`config.mk`:
```
export PLATFORM = sky130hd
export DESIGN_NAME = alu_resp
export DESIGN_NICKNAME = d
export VERILOG_FILES = /design/src/rtl/alu_pkg.sv /design/src/rtl/alu_core.sv /design/src/rtl/alu_resp.sv
export SDC_FILE = /design/constraint.sdc
export NUM_CORES = 1
export LEC_CHECK = 0
export ABC_AREA = 1
export CAP_MARGIN = 10
export CORE_MARGIN = 1
export CORE_UTILIZATION = 46
export DETAILED_ROUTE_END_ITERATION = 8
export GPL_TIMING_DRIVEN = 0
export PLACE_DENSITY = 0.8
export SLEW_MARGIN = 20
export SYNTH_ARGS = -nofsm -noshare
export SYNTH_HDL_FRONTEND = slang
export SYNTH_SLANG_ARGS = --single-unit
```
`constraint.sdc`:
```
create_clock -name clk -period 2.2 [get_ports clk]
set_clock_uncertainty 0.2 [all_clocks]
set_input_delay 0.44 -clock clk [delete_from_list [all_inputs] [get_ports clk]]
set_output_delay 0.44 -clock clk [all_outputs]
set_load 0.02 [all_outputs]
```
`src/rtl/alu_pkg.sv`:
```
// Shared opcode encodings, flag-vector layout and small flag helpers for the
// alu_resp responder and its combinational core.
package alu_pkg;

  localparam logic [1:0] OP_ADD = 2'b00;
  localparam logic [1:0] OP_SUB = 2'b01;
  localparam logic [1:0] OP_AND = 2'b10;
  localparam logic [1:0] OP_XOR = 2'b11;

  // Flag vector layout: {overflow, parity, sign, carry, zero}
  localparam int FLAG_ZERO   = 0;
  localparam int FLAG_CARRY  = 1;
  localparam int FLAG_SIGN   = 2;
  localparam int FLAG_PARITY = 3;
  localparam int FLAG_OVF    = 4;
  localparam int FLAG_W      = 5;

  localparam int PAR_MAX_W = 64;

  function automatic logic odd_parity(input logic [PAR_MAX_W-1:0] v);
    return ^v;
  endfunction

  // Signed overflow: ADD needs equal operand signs, SUB needs differing ones;
  // in both cases the result sign must have left the sign of a.
  function automatic logic signed_ovf(input logic a_msb, input logic b_msb,
                                      input logic r_msb, input logic is_sub);
    logic same_s;
    same_s = (a_msb == b_msb);
    return (is_sub ? !same_s : same_s) && (r_msb != a_msb);
  endfunction

endpackage

```
`src/rtl/alu_core.sv`:
```
// Combinational ALU: computes the result at WIDTH+1 bits and derives the
// zero/carry/sign/parity/overflow flags from it.
module alu_core
  import alu_pkg::*;
#(
  parameter int WIDTH = 4
) (
  input  logic [WIDTH-1:0]  a_i,
  input  logic [WIDTH-1:0]  b_i,
  input  logic [1:0]        select_i,
  output logic [WIDTH-1:0]  out_o,
  output logic [FLAG_W-1:0] flags_o
);

  localparam logic [WIDTH:0] ONE = {{WIDTH{1'b0}}, 1'b1};

  logic [WIDTH:0] wide_s;
  logic           ovf_s;

  // Opcode decode; SUB is a + ~b + 1 so the carry-out means "no borrow".
  always_comb begin
    wide_s = '0;
    ovf_s  = 1'b0;
    case (select_i)
      OP_ADD: begin
        wide_s = {1'b0, a_i} + {1'b0, b_i};
        ovf_s  = signed_ovf(a_i[WIDTH-1], b_i[WIDTH-1], wide_s[WIDTH-1], 1'b0);
      end
      OP_SUB: begin
        wide_s = {1'b0, a_i} + {1'b0, ~b_i} + ONE;
        ovf_s  = signed_ovf(a_i[WIDTH-1], b_i[WIDTH-1], wide_s[WIDTH-1], 1'b1);
      end
      OP_AND: begin
        wide_s = {1'b0, a_i & b_i};
        ovf_s  = 1'b0;
      end
      OP_XOR: begin
        wide_s = {1'b0, a_i ^ b_i};
        ovf_s  = 1'b0;
      end
      default: begin
        wide_s = '0;
        ovf_s  = 1'b0;
      end
    endcase
  end

  // Flag packing; logic ops force carry to 0 through the zero top bit.
  always_comb begin
    out_o                = wide_s[WIDTH-1:0];
    flags_o              = '0;
    flags_o[FLAG_ZERO]   = (wide_s[WIDTH-1:0] == '0);
    flags_o[FLAG_CARRY]  = wide_s[WIDTH];
    flags_o[FLAG_SIGN]   = wide_s[WIDTH-1];
    flags_o[FLAG_PARITY] = odd_parity(PAR_MAX_W'(wide_s[WIDTH-1:0]));
    flags_o[FLAG_OVF]    = ovf_s;
  end

endmodule

```
`src/rtl/alu_resp.sv`:
```
// Two-stage valid/ready ALU responder: stage 1 captures the request operands,
// stage 2 holds the registered result and flags until the consumer takes them.
module alu_resp
  import alu_pkg::*;
#(
  parameter int WIDTH = 4,
  parameter int CNT_W = 16
) (
  input  logic             clk,
  input  logic             rst_n,
  input  logic             req_valid,
  output logic             req_ready,
  input  logic [WIDTH-1:0] a,
  input  logic [WIDTH-1:0] b,
  input  logic [1:0]       select,
  output logic             rsp_valid,
  input  logic             rsp_ready,
  output logic [WIDTH-1:0] out,
  output logic             zero,
  output logic             carry,
  output logic             sign,
  output logic             parity,
  output logic             overflow,
  output logic [CNT_W-1:0] txn_count
);

  localparam logic [CNT_W-1:0] CNT_ONE = {{(CNT_W-1){1'b0}}, 1'b1};

  logic              s1_valid_q, s1_valid_d;
  logic [WIDTH-1:0]  s1_a_q, s1_a_d;
  logic [WIDTH-1:0]  s1_b_q, s1_b_d;
  logic [1:0]        s1_sel_q, s1_sel_d;
  logic              s2_valid_q, s2_valid_d;
  logic [WIDTH-1:0]  out_q, out_d;
  logic [FLAG_W-1:0] flags_q, flags_d;
  logic [CNT_W-1:0]  txn_q, txn_d;

  logic              accept_s;
  logic              s2_load_s;
  logic              rsp_fire_s;
  logic [WIDTH-1:0]  core_out_s;
  logic [FLAG_W-1:0] core_flags_s;

  alu_core #(
    .WIDTH(WIDTH)
  ) u_core (
    .a_i      (s1_a_q),
    .b_i      (s1_b_q),
    .select_i (s1_sel_q),
    .out_o    (core_out_s),
    .flags_o  (core_flags_s)
  );

  // Handshake decode; req_ready depends only on pipeline state and rsp_ready.
  always_comb begin
    req_ready  = !s1_valid_q || !s2_valid_q || rsp_ready;
    accept_s   = req_valid && req_ready;
    s2_load_s  = s1_valid_q && (!s2_valid_q || rsp_ready);
    rsp_fire_s = s2_valid_q && rsp_ready;
  end

  // Next-state for both stages and the completed-response counter.
  always_comb begin
    s1_valid_d = s1_valid_q;
    s1_a_d     = s1_a_q;
    s1_b_d     = s1_b_q;
    s1_sel_d   = s1_sel_q;
    if (accept_s) begin
      s1_valid_d = 1'b1;
      s1_a_d     = a;
      s1_b_d     = b;
      s1_sel_d   = select;
    end else if (s2_load_s) begin
      s1_valid_d = 1'b0;
    end else begin
      s1_valid_d = s1_valid_q;
    end

    s2_valid_d = s2_valid_q;
    out_d      = out_q;
    flags_d    = flags_q;
    // A load in the same edge as a response handshake replaces s2 without a bubble.
    if (s2_load_s) begin
      s2_valid_d = 1'b1;
      out_d      = core_out_s;
      flags_d    = core_flags_s;
    end else if (rsp_fire_s) begin
      s2_valid_d = 1'b0;
    end else begin
      s2_valid_d = s2_valid_q;
    end

    if (rsp_fire_s) begin
      txn_d = txn_q + CNT_ONE;
    end else begin
      txn_d = txn_q;
    end
  end

  // Pipeline state; reset drops anything in flight.
  always_ff @(posedge clk) begin
    if (!rst_n) begin
      s1_valid_q <= 1'b0;
      s1_a_q     <= '0;
      s1_b_q     <= '0;
      s1_sel_q   <= 2'b00;
      s2_valid_q <= 1'b0;
      out_q      <= '0;
      flags_q    <= '0;
      txn_q      <= '0;
    end else begin
      s1_valid_q <= s1_valid_d;
      s1_a_q     <= s1_a_d;
      s1_b_q     <= s1_b_d;
      s1_sel_q   <= s1_sel_d;
      s2_valid_q <= s2_valid_d;
      out_q      <= out_d;
      flags_q    <= flags_d;
      txn_q      <= txn_d;
    end
  end

  assign rsp_valid = s2_valid_q;
  assign out       = out_q;
  assign zero      = flags_q[FLAG_ZERO];
  assign carry     = flags_q[FLAG_CARRY];
  assign sign      = flags_q[FLAG_SIGN];
  assign parity    = flags_q[FLAG_PARITY];
  assign overflow  = flags_q[FLAG_OVF];
  assign txn_count = txn_q;

endmodule

```
==> results.py, run 1 <==
metrics = {
    "route": {
        "vias": 1966,
        "drt_drc_violations_left": 0,
        "post_drt_wl_per_cell_um": 11.50,
        "routed_wl_um": 4427,
        "ant_nets": 0,
        "first_iter_violations": 117,
        "viasPerCell": 5.106,
        "first_pass_iters": 4,
    },
    "clock_network": {
        "numCtsBuffers": 5,
        "cts_max_level": 2,
        "clock_sinks": 36,
        "clkTransAtPathRegs_ns": 0.07,
        "clk_latency_ns": 0.29,
        "tritoncts": "yes",
        "cts_buffer_depth": 2,
        "cts_root_buf": "clkbuf_8",
    },
    "worst_setup_path": {
        "start_kind": "flop",
        "critical_path_class": "flop to flop",
        "path_buf_inv": 1,
        "critPathCaptureType": "flop",
        "crit_path_max_incr_delay_ns": 0.40,
        "cp_cell_sequence": "ha_2 > inv_1 > fa_1 > xor2_1 > a21oi_2 > ha_4 > xnor2_2 > a21oi_1",
        "required_ns": 2.17,
        "path_delay_family": "adder cells",
        "critPathArrivalTime_ns": 2.13,
        "critPathSlowestCell": "fa_1",
        "worstPathMaxFanout": 3,
    },
    "synth": {
        "synth.top_cell.area_share_pct": 36.64,
        "seq_area_frac_synth_pct": 36.64,
        "syn-num-nets": 306,
        "synth_area_um2": 1967,
        "ys_ff_latch": 36,
        "synth_largest_area_cell": "dfxtp_1",
        "synthTopCellsByArea": "dfxtp_1 37%, nand2_1 8.4%, inv_1 8.0%, a21oi_1 7.1%, o21ai_0 7.1%",
        "syn_inst": 279,
        "postSynthAreaPerCell_um2": 7.050,
        "yosys_warnings": 0,
        "synth_cell_types": 27,
    },
    "grt": {
        "grt-ovfl-total": 0,
        "grt.total_usage_pct": 21.91,
        "use_met2_pct": 35.13,
        "grt_use_met1_pct": 27.98,
        "busiest_layer": "met2",
        "first_global_vias": 1765,
        "grt_pass1_wl_um": 7479,
        "grt_max_degree": 12,
        "grt_use_met3_pct": 4.054,
        "antenna_found_initial": 0,
    },
    "run_status": {
        "status": "finished clean",
    },
    "floorplan": {
        "num_rows": 23,
        "die_area_um2": 4541,
        "fp.dieH_um": 67.39,
        "die_width_um": 67.39,
        "fp.coreArea_um2": 4058,
        "initial_core_util_pct": 48.47,
        "io_pins": 41,
    },
    "power_and_ir_drop": {
        "vdd_drop_max_uv": 372.4,
        "p_leak_nw": 1.074,
        "p_per_area_nw_per_um2": 594.7,
    },
    "layout": {
        "drive_gt1_share_pct": 16.42,
        "final_common_cell": "nand2_1",
        "antenna_cells": 0,
        "fill_cells": 355,
        "final_cell_mix": "41 x nand2_1, 39 x inv_1, 38 x clkdlybuf4s50_1",
        "fin_area_um2": 2651,
        "layout.nets": 361,
        "area_growth_pct": 34.80,
    },
    "sta": {
        "slew_headroom_pct": 69.59,
        "finalCritPeriodShare_pct": 98.00,
        "fmax_mhz": 463.8,
        "slew_violations": 0,
        "holdWs_ns": 0.2779,
        "period_needed_ns": 2.156,
        "grt_setup_unrepaired": "true",
        "tightest_slew_ns": 0.4562,
        "setup_viol": 0,
        "finalHoldViolations": 0,
        "fin_ws_ns": 0.04390,
    },
    "placed_design": {
        "preCtsSetupSlack_ns": -0.2179,
        "io_buffers": 39,
        "dp_hpwl_um": 3235,
        "gp_congestion": 0.9384,
        "placed_area_um2": 2420,
    },
    "job": {
        "cap_violations": 0,
    },
    "hold_path": {
        "hold_path.class": "flop to flop",
    },
}
==> per-stage QoR <==
stage | setup TNS (ns) | cells | util [%] | power, mW
after CTS | 0 | 378 | 62.78 | 1.513
after global routing | -0.09164 | 385 | 65.34 | 1.675
after global placement | -0.3224 | 368 | 59.64 | 1.020
after floorplan | 0 | 279 | - | 0.9293
after detailed placement | -0.3751 | 368 | 59.64 | 1.030
final | 0 | 385 | 65.34 | 1.577
==> worst reg2reg max path, delay by kind of cell (launching register included) <==
family	cells	cell delay (ns)
buffers and inverters	1	0.05
AOI/OAI and AO/OA	2	0.26
adders and majority gates	3	0.82
xor gates and xnor gates	2	0.33
DFF	1	0.37
==> power breakdown <==
| group | total, mW | switching, mW | internal [mW] |
|---|---|---|---|
| Sequential | 0.704 | 0.0223 | 0.682 |
| Combinational | 0.408 | 0.207 | 0.201 |
| Clock | 0.464 | 0.238 | 0.226 |
==> what timing repair did <==
action                                  in CTS  in global routing
hold buffers                                 0                  0
setup buffers                                2                  7
pin swaps                                    5                 11
resized for setup                            9                 16
endpoints found under the setup margin       2                  2
==> cells in the mapped netlist <==
cell type	count
a21oi_1	28
a21oi_2	2
buf_2	2
buf_4	2
buf_6	2
clkbuf_1	2
clkbuf_2	1
dfxtp_1	36
fa_1	2
ha_1	11
inv_1	42
inv_2	3
nand2_1	44
nand2_2	2
nand3_1	21
nand4_1	5
nor2_1	31
nor2_2	2
nor2_4	2
nor3_1	4
nor3_2	1
o211ai_1	2
o21ai_0	28
o21ai_1	1
o21ai_2	1
xnor2_1	1
xor2_1	1
==> cell families after synthesis <==
| kind of cell | share of synthesized area (%) |
|---|---|
| AND/OR/NAND/NOR | 25.19 |
| AO/OA/AOI/OAI | 16.60 |
| buffers and inverters | 11.64 |
| flip-flops | 36.64 |
| adder cells (fa/ha/maj) | 9.033 |
| XOR/XNOR | 0.8907 |
==> final timing paths <==
path	start	endpoint	slack (ns)	depth (start not counted)
worst min register to register	flags_q[0]$_SDFFE_PN0P_	flags_q[0]$_SDFFE_PN0P_	0.28	2
worst max-delay path	s1_b_q[0]$_SDFFE_PN0P_	flags_q[3]$_SDFFE_PN0P_	0.04	8
worst min-delay path	flags_q[0]$_SDFFE_PN0P_	flags_q[0]$_SDFFE_PN0P_	0.28	2
worst max register to register	s1_b_q[0]$_SDFFE_PN0P_	flags_q[3]$_SDFFE_PN0P_	0.04	8
==> area by class of cell <==
class                   instances  area, um^2  share of cell area (%)
multi-input cells             189        1094                   41.25
inverters                      45       168.9                   6.371
clock inverters                 1       8.758                  0.3303
repair buffers                 48       452.9                   17.08
clock buffers                   7       76.32                   2.879
plain buffers                   9       60.06                   2.265
flip-flops and latches         36       728.2                   27.47
well taps                      50       62.56                   2.360
==> per-layer routing <==
metal / wire (um) / vias to the layer above
met5: 0 / -
li1: - / 1006
met1: 2042 / 885
met4: 89 / 0
met3: 233 / 9
met2: 2061 / 66
==> state kept, by name, indices dropped and copies added (netlist names) <==
register    cells
txn_count      16
flags_q         5
s1_a_q          4
s1_b_q          4
out             3
s1_sel_q        2
rsp_valid       1
s1_valid_q      1
(Power assumes the default switching activity.)
==> inputs of run 2 (changes only) <==
--- a/config.mk
+++ b/config.mk
@@ -7,11 +7,15 @@
 export LEC_CHECK = 0
 export ABC_AREA = 1
 export CAP_MARGIN = 10
+export CELL_PAD_IN_SITES_DETAIL_PLACEMENT = 0
+export CELL_PAD_IN_SITES_GLOBAL_PLACEMENT = 2
 export CORE_MARGIN = 1
-export CORE_UTILIZATION = 46
+export CORE_UTILIZATION = 25
+export CTS_BUF_LIST = sky130_fd_sc_hd__clkbuf_16
 export DETAILED_ROUTE_END_ITERATION = 8
 export GPL_TIMING_DRIVEN = 0
-export PLACE_DENSITY = 0.8
+export HOLD_SLACK_MARGIN = 0.15
+export PLACE_DENSITY = 0.79
 export SLEW_MARGIN = 20
 export SYNTH_ARGS = -nofsm -noshare
 export SYNTH_HDL_FRONTEND = slang
==> run 2 against run 1 <==
Critical path depth increased by 3; die area is 81% higher; utilization is 28 points lower; global-route usage fell by 9.2 points; routed wire length grew 10%; critical path type unchanged; largest power group unchanged.
==> results.py, run 2 (synthesis results as in run 1) <==
metrics = {
    "clock_network": {
        "numCtsBuffers": 5,
        "cts_root_buf": "clkbuf_16",
        "cts_buffer_depth": 2,
        "clkTransAtPathRegs_ns": 0.06,
        "tritoncts": "yes",
        "cts_hold_buffers": 0,
        "cts_max_level": 2,
        "clk_latency_ns": 0.27,
        "clock_sinks": 36,
    },
    "floorplan": {
        "io_pins": 41,
        "num_rows": 31,
        "die_area_um2": 8226,
        "fp.coreArea_um2": 7447,
        "die_width_um": 90.70,
        "initial_core_util_pct": 26.41,
        "fp.dieH_um": 90.70,
    },
    "layout": {
        "final_util_pct": 36.90,
        "antenna_cells": 0,
        "final_cells": 432,
        "largest_reg_flops": 16,
        "layout.nets": 359,
        "drive_gt1_share_pct": 15.32,
        "fill_cells": 803,
        "final_cell_mix": "41 x inv_1, 41 x nand2_1, 38 x clkdlybuf4s50_1",
        "area_growth_pct": 39.69,
    },
    "worst_setup_path": {
        "required_ns": 2.16,
        "crit_path_max_incr_delay_ns": 0.37,
        "critical_path_class": "flop to flop",
        "cp_cell_sequence": "inv_2 > ha_4 > fa_2 > inv_2 > nand2_2 > nand3_2 > o211ai_1 > a21oi_2 > ha_1 > xnor2_1 > a21oi_1",
        "cp_common_cell": "inv_2",
        "critPathArrivalTime_ns": 2.16,
        "path_delay_family": "adder cells",
        "path_buf_inv": 2,
        "critPathSlowestCell": "fa_2",
        "r2r_slack_ns": 0.0004,
        "critPathCaptureType": "flop",
        "start_kind": "flop",
        "worstPathMaxFanout": 2,
    },
    "route": {
        "post_drt_wl_per_cell_um": 11.29,
        "first_iter_violations": 102,
        "first_pass_iters": 4,
        "ant_nets": 0,
        "drt_drc_violations_left": 0,
        "routed_wl_um": 4878,
        "viasPerCell": 4.266,
        "vias": 1843,
    },
    "sta": {
        "fmax_mhz": 454.6,
        "grt_setup_unrepaired": "true",
        "tightest_slew_ns": 0.4638,
        "slew_violations": 0,
        "fin_ws_ns": 0.0004090,
        "tns_ns": 0,
        "finalCritPeriodShare_pct": 99.98,
        "slew_headroom_pct": 69.08,
        "finalHoldViolations": 0,
        "period_needed_ns": 2.200,
        "setup_viol": 0,
    },
    "placed_design": {
        "io_buffers": 39,
        "post-place-cells": 417,
        "gp_congestion": 0.8431,
        "dp_hpwl_um": 3781,
        "preCtsSetupSlack_ns": -0.2257,
    },
    "power_and_ir_drop": {
        "p_leak_nw": 1.098,
        "vdd_drop_max_uv": 320.0,
        "p_per_area_nw_per_um2": 641.4,
    },
    "grt": {
        "antenna_found_initial": 0,
        "first_global_vias": 1717,
        "grt.total_usage_pct": 12.68,
        "grt_max_degree": 12,
        "grt_pass1_wl_um": 8293,
        "grt-ovfl-total": 0,
    },
    "run_status": {
        "status": "finished clean",
    },
    "hold_path": {
        "hold_path.class": "flop to flop",
    },
    "job": {
        "cap_violations": 0,
    },
}
[run 2: cell types whose count changed in the layout (fill, tap and decap cells not counted), moves of 2 or more]
cell,previous run,this run
clkbuf_16,0,5
clkbuf_8,5,0
buf_4,11,9
clkbuf_1,4,2
dfxtp_2,3,5
ha_1,7,9
inv_1,39,41
[run 2: power breakdown]
group          leakage, nW  internal, mW  switching [mW]
registers            0.296         0.683          0.0233
clock network       0.0764         0.413           0.270
logic                0.726         0.174           0.198
total                 1.10          1.27           0.492
[run 2: area by class of cell]
class,instances,area (um^2),area share [%]
Buffer,9,60.06,2.186
Inverter,45,168.9,6.148
Multi-Input combinational cell,189,1084,39.44
Sequential cell,36,726.9,26.46
Clock inverter,3,16.27,0.5920
Timing Repair Buffer,46,442.9,16.12
Tap cell,99,123.9,4.508
Clock buffer,5,125.1,4.554
[run 2: worst paths after layout]
path                                                start                        end  cells past startpoint
worst max-delay path               s1_a_q[0]$_SDFFE_PN0P_    flags_q[3]$_SDFFE_PN0P_                     11
worst max register to register     s1_a_q[0]$_SDFFE_PN0P_    flags_q[3]$_SDFFE_PN0P_                     11
worst min-delay path            txn_count[7]$_SDFFE_PN0P_  txn_count[7]$_SDFFE_PN0P_                      2
worst min register to register  txn_count[7]$_SDFFE_PN0P_  txn_count[7]$_SDFFE_PN0P_                      2
[run 2: stage by stage]
step / hold WS [ns] / cell area [um^2] / total power, mW
4_1_cts: 0.2655 / 2673 / 1.762
3_3_place_gp: 0.2643 / 2481 / 1.041
6_report: 0.2694 / 2748 / 1.762
3_5_place_dp: 0.2641 / 2481 / 1.039
2_1_floorplan: 0.2506 / 1967 / 0.9293
5_1_grt: 0.2928 / 2748 / 1.869
[run 2: worst register-to-register path: cells and delay by family (launching register included)]
family | cells | cell delay, ns
AO/OA/AOI/OAI | 3 | 0.35
XOR/XNOR | 1 | 0.18
adder cells (fa/ha/maj) | 3 | 0.80
buffers and inverters | 2 | 0.11
AND/OR/NAND/NOR | 2 | 0.12
flip-flops | 1 | 0.33
[run 2: per-layer routing]
layer	track usage [%]	vias up	routed length (um)
li1	-	1006	-
met1	18.05	794	2599
met2	18.81	41	2050
met3	2.441	2	172
met4	4.435	0	55
met5	0	-	0
[run 2: repair_timing]
item                                    CTS  global route
resized for setup                         8            16
endpoints found under the setup margin    2             2
setup buffers                             5             2
pin swaps                                 7             8
==> inputs of run 3 (changes only) <==
--- a/config.mk
+++ b/config.mk
@@ -6,13 +6,14 @@
 export NUM_CORES = 1
 export LEC_CHECK = 0
 export ABC_AREA = 1
-export CAP_MARGIN = 10
+export CAP_MARGIN = 20
 export CELL_PAD_IN_SITES_DETAIL_PLACEMENT = 0
 export CELL_PAD_IN_SITES_GLOBAL_PLACEMENT = 2
 export CORE_MARGIN = 1
 export CORE_UTILIZATION = 25
 export CTS_BUF_LIST = sky130_fd_sc_hd__clkbuf_16
 export DETAILED_ROUTE_END_ITERATION = 8
+export GPL_ROUTABILITY_DRIVEN = 0
 export GPL_TIMING_DRIVEN = 0
 export HOLD_SLACK_MARGIN = 0.15
 export PLACE_DENSITY = 0.79
==> constraint.sdc (replaced) <==
create_clock -name clk -period 2 [get_ports clk]
set_clock_uncertainty 0.2 [all_clocks]
set_input_delay 0.4 -clock clk [delete_from_list [all_inputs] [get_ports clk]]
set_output_delay 0.4 -clock clk [all_outputs]
set_load 0.02 [all_outputs]
==> run 3 against run 2 <==
The run now ends with negative setup slack left; utilization shrank 0.20 points; sequential power rose by 9.9%; worst setup slack lost 0.20 ns; routed wire length grew 2.7%; clock power increased by 8.1%; count of clock-buffer cells in the layout is the same; combinational power rose by 6.4%.
==> results.py, run 3 (synthesis results as in run 1) <==
metrics = {
    "power_and_ir_drop": {
        "p_leak_nw": 1.108,
        "p_int_mw": 1.381,
        "power_frac_comb_pct": 20.7,
        "p_switching_uw": 530.8,
        "switching_share_pct": 27.76,
        "p_per_area_nw_per_um2": 699.7,
        "vdd_drop_max_uv": 347.7,
        "clkPwrFrac_pct": 38.6,
        "pwr-share-seq_pct": 40.7,
    },
    "sta": {
        "finalHoldViolations": 0,
        "fmax_mhz": 454.9,
        "slew_headroom_pct": 65.52,
        "setup_viol": 2,
        "grt_setup_unrepaired": "true",
        "fin_ws_ns": -0.1981,
        "finalCritPeriodShare_pct": 109.9,
        "period_needed_ns": 2.198,
        "slew_violations": 0,
        "tightest_slew_ns": 0.5171,
    },
    "clock_network": {
        "cts_root_buf": "clkbuf_16",
        "tritoncts": "yes",
        "cts_hold_buffers": 0,
        "clkTransAtPathRegs_ns": 0.06,
        "clock_sinks": 36,
        "cts_max_level": 2,
        "clk_latency_ns": 0.28,
        "cts_buffer_depth": 2,
        "numCtsBuffers": 5,
    },
    "route": {
        "viasPerCell": 4.376,
        "post_drt_wl_per_cell_um": 11.63,
        "drt_drc_violations_left": 0,
        "first_pass_iters": 4,
        "ant_nets": 0,
        "routed_wl_um": 5012,
        "vias": 1886,
        "first_iter_violations": 52,
    },
    "floorplan": {
        "die_area_um2": 8226,
        "io_pins": 41,
        "initial_core_util_pct": 26.41,
        "num_rows": 31,
        "fp.dieH_um": 90.70,
        "die_width_um": 90.70,
        "fp.coreArea_um2": 7447,
    },
    "layout": {
        "fin_area_um2": 2733,
        "final_util_pct": 36.69,
        "layout.nets": 358,
        "fill_cells": 805,
        "area_growth_pct": 38.93,
        "largest_reg_flops": 16,
        "antenna_cells": 0,
        "final_cells": 431,
        "drive_gt1_share_pct": 14.76,
        "final_common_cell": "nand2_1",
        "final_cell_mix": "42 x nand2_1, 40 x inv_1, 37 x clkdlybuf4s50_1",
    },
    "worst_setup_path": {
        "reg2reg_from": "s1_a_q[0]$_SDFFE_PN0P_",
        "worstPathMaxFanout": 2,
        "cp_cell_sequence": "buf_6 > ha_4 > inv_2 > fa_2 > xor2_2 > a21oi_2 > ha_1 > xnor2_1 > a21oi_1",
        "critPathArrivalTime_ns": 2.16,
        "reg2reg_to": "flags_q[3]$_SDFFE_PN0P_",
        "r2r_cells": 9,
        "critPathSlowestCell": "fa_2",
        "path_buf_inv": 2,
        "crit_path_max_incr_delay_ns": 0.41,
        "critical_path_class": "flop to flop",
        "worstSetupStartpoint": "s1_a_q[0]$_SDFFE_PN0P_",
        "start_kind": "flop",
        "critPathCaptureType": "flop",
        "path_delay_family": "adder cells",
        "r2r_slack_ns": -0.20,
        "required_ns": 1.96,
    },
    "placed_design": {
        "post-place-cells": 417,
        "dp_hpwl_um": 3804,
        "placed_area_um2": 2501,
        "io_buffers": 39,
    },
    "job": {
        "cap_violations": 0,
    },
    "grt": {
        "grt.total_usage_pct": 12.96,
        "antenna_found_initial": 0,
        "grt_pass1_wl_um": 8459,
        "grt-ovfl-total": 0,
        "grt_max_degree": 11,
        "first_global_vias": 1721,
    },
    "hold_path": {
        "hold_path.class": "flop to flop",
        "hold_path_depth": 2,
        "hp-start": "txn_count[7]$_SDFFE_PN0P_",
        "whs_endpoint": "txn_count[7]$_SDFFE_PN0P_",
    },
    "run_status": {
        "violations": "negative setup slack",
        "status": "complete, but fails checks",
    },
}
run 3: per-stage QoR:
stage                     worst slack [ns]  hold WS, ns  total power, mW  setup TNS, ns
after floorplan                   -0.03913       0.2506            1.028       -0.03913
after global placement             -0.3495       0.2651            1.151        -0.8412
after detailed placement           -0.3409       0.2667            1.149        -0.8958
after CTS                          -0.1678       0.2763            1.945        -0.2516
after global routing               -0.3234       0.2992            2.021        -0.4973
final                              -0.1981       0.2696            1.912        -0.2354
run 3: worst max-delay path by stage:
| stage | end | slack [ns] | depth (start not counted) |
|---|---|---|---|
| after floorplan | flags_q[3]$_SDFFE_PN0P_ | -0.04 | 8 |
| after detailed placement | req_ready | -0.34 | 6 |
| after global placement | req_ready | -0.35 | 6 |
| after CTS | flags_q[3]$_SDFFE_PN0P_ | -0.17 | 8 |
| after global routing | flags_q[3]$_SDFFE_PN0P_ | -0.32 | 11 |
| final | flags_q[3]$_SDFFE_PN0P_ | -0.20 | 9 |
run 3: worst reg2reg max path, cell delays in order, from the launching register on:
cell and delay (ns):
dfxtp_2 0.34, buf_6 0.09, ha_4 0.12, inv_2 0.04
fa_2 0.41, xor2_2 0.19, a21oi_2 0.19, ha_1 0.27
xnor2_1 0.17, a21oi_1 0.09
run 3: cell type report:
class / instances / area [um^2] / area share (%)
Multi-Input combinational cell: 189 / 1080 / 39.51
Sequential cell: 36 / 726.9 / 26.60
Timing Repair Buffer: 45 / 436.7 / 15.98
Inverter: 45 / 168.9 / 6.181
Clock buffer: 5 / 125.1 / 4.579
Tap cell: 99 / 123.9 / 4.533
Buffer: 9 / 60.06 / 2.198
Clock inverter: 3 / 11.26 / 0.4121
run 3: power by group through the flow:
stage          logic [mW]  clock network (mW)  registers (mW)
3_5_place_dp        0.357                   0           0.792
3_3_place_gp        0.360                   0           0.791
4_1_cts             0.408               0.760           0.777
5_1_grt             0.446               0.794           0.781
2_1_floorplan       0.222                   0           0.805
6_report            0.397               0.738           0.777
run 3: timing repair:
action | 4_1_cts | 5_1_grt
endpoints found under the setup margin | 3 | 4
gates resized for setup | 13 | 10
pin swaps | 5 | 11
buffers inserted | 6 | 4
run 3: per-layer routing:
metal  track usage, %  share of wire (%)  wire, um
met1            18.66                 54      2692
met2            18.88                 42      2087
met3            2.441                3.4       168
met4            4.839                1.3        64
met5                0                  0         0
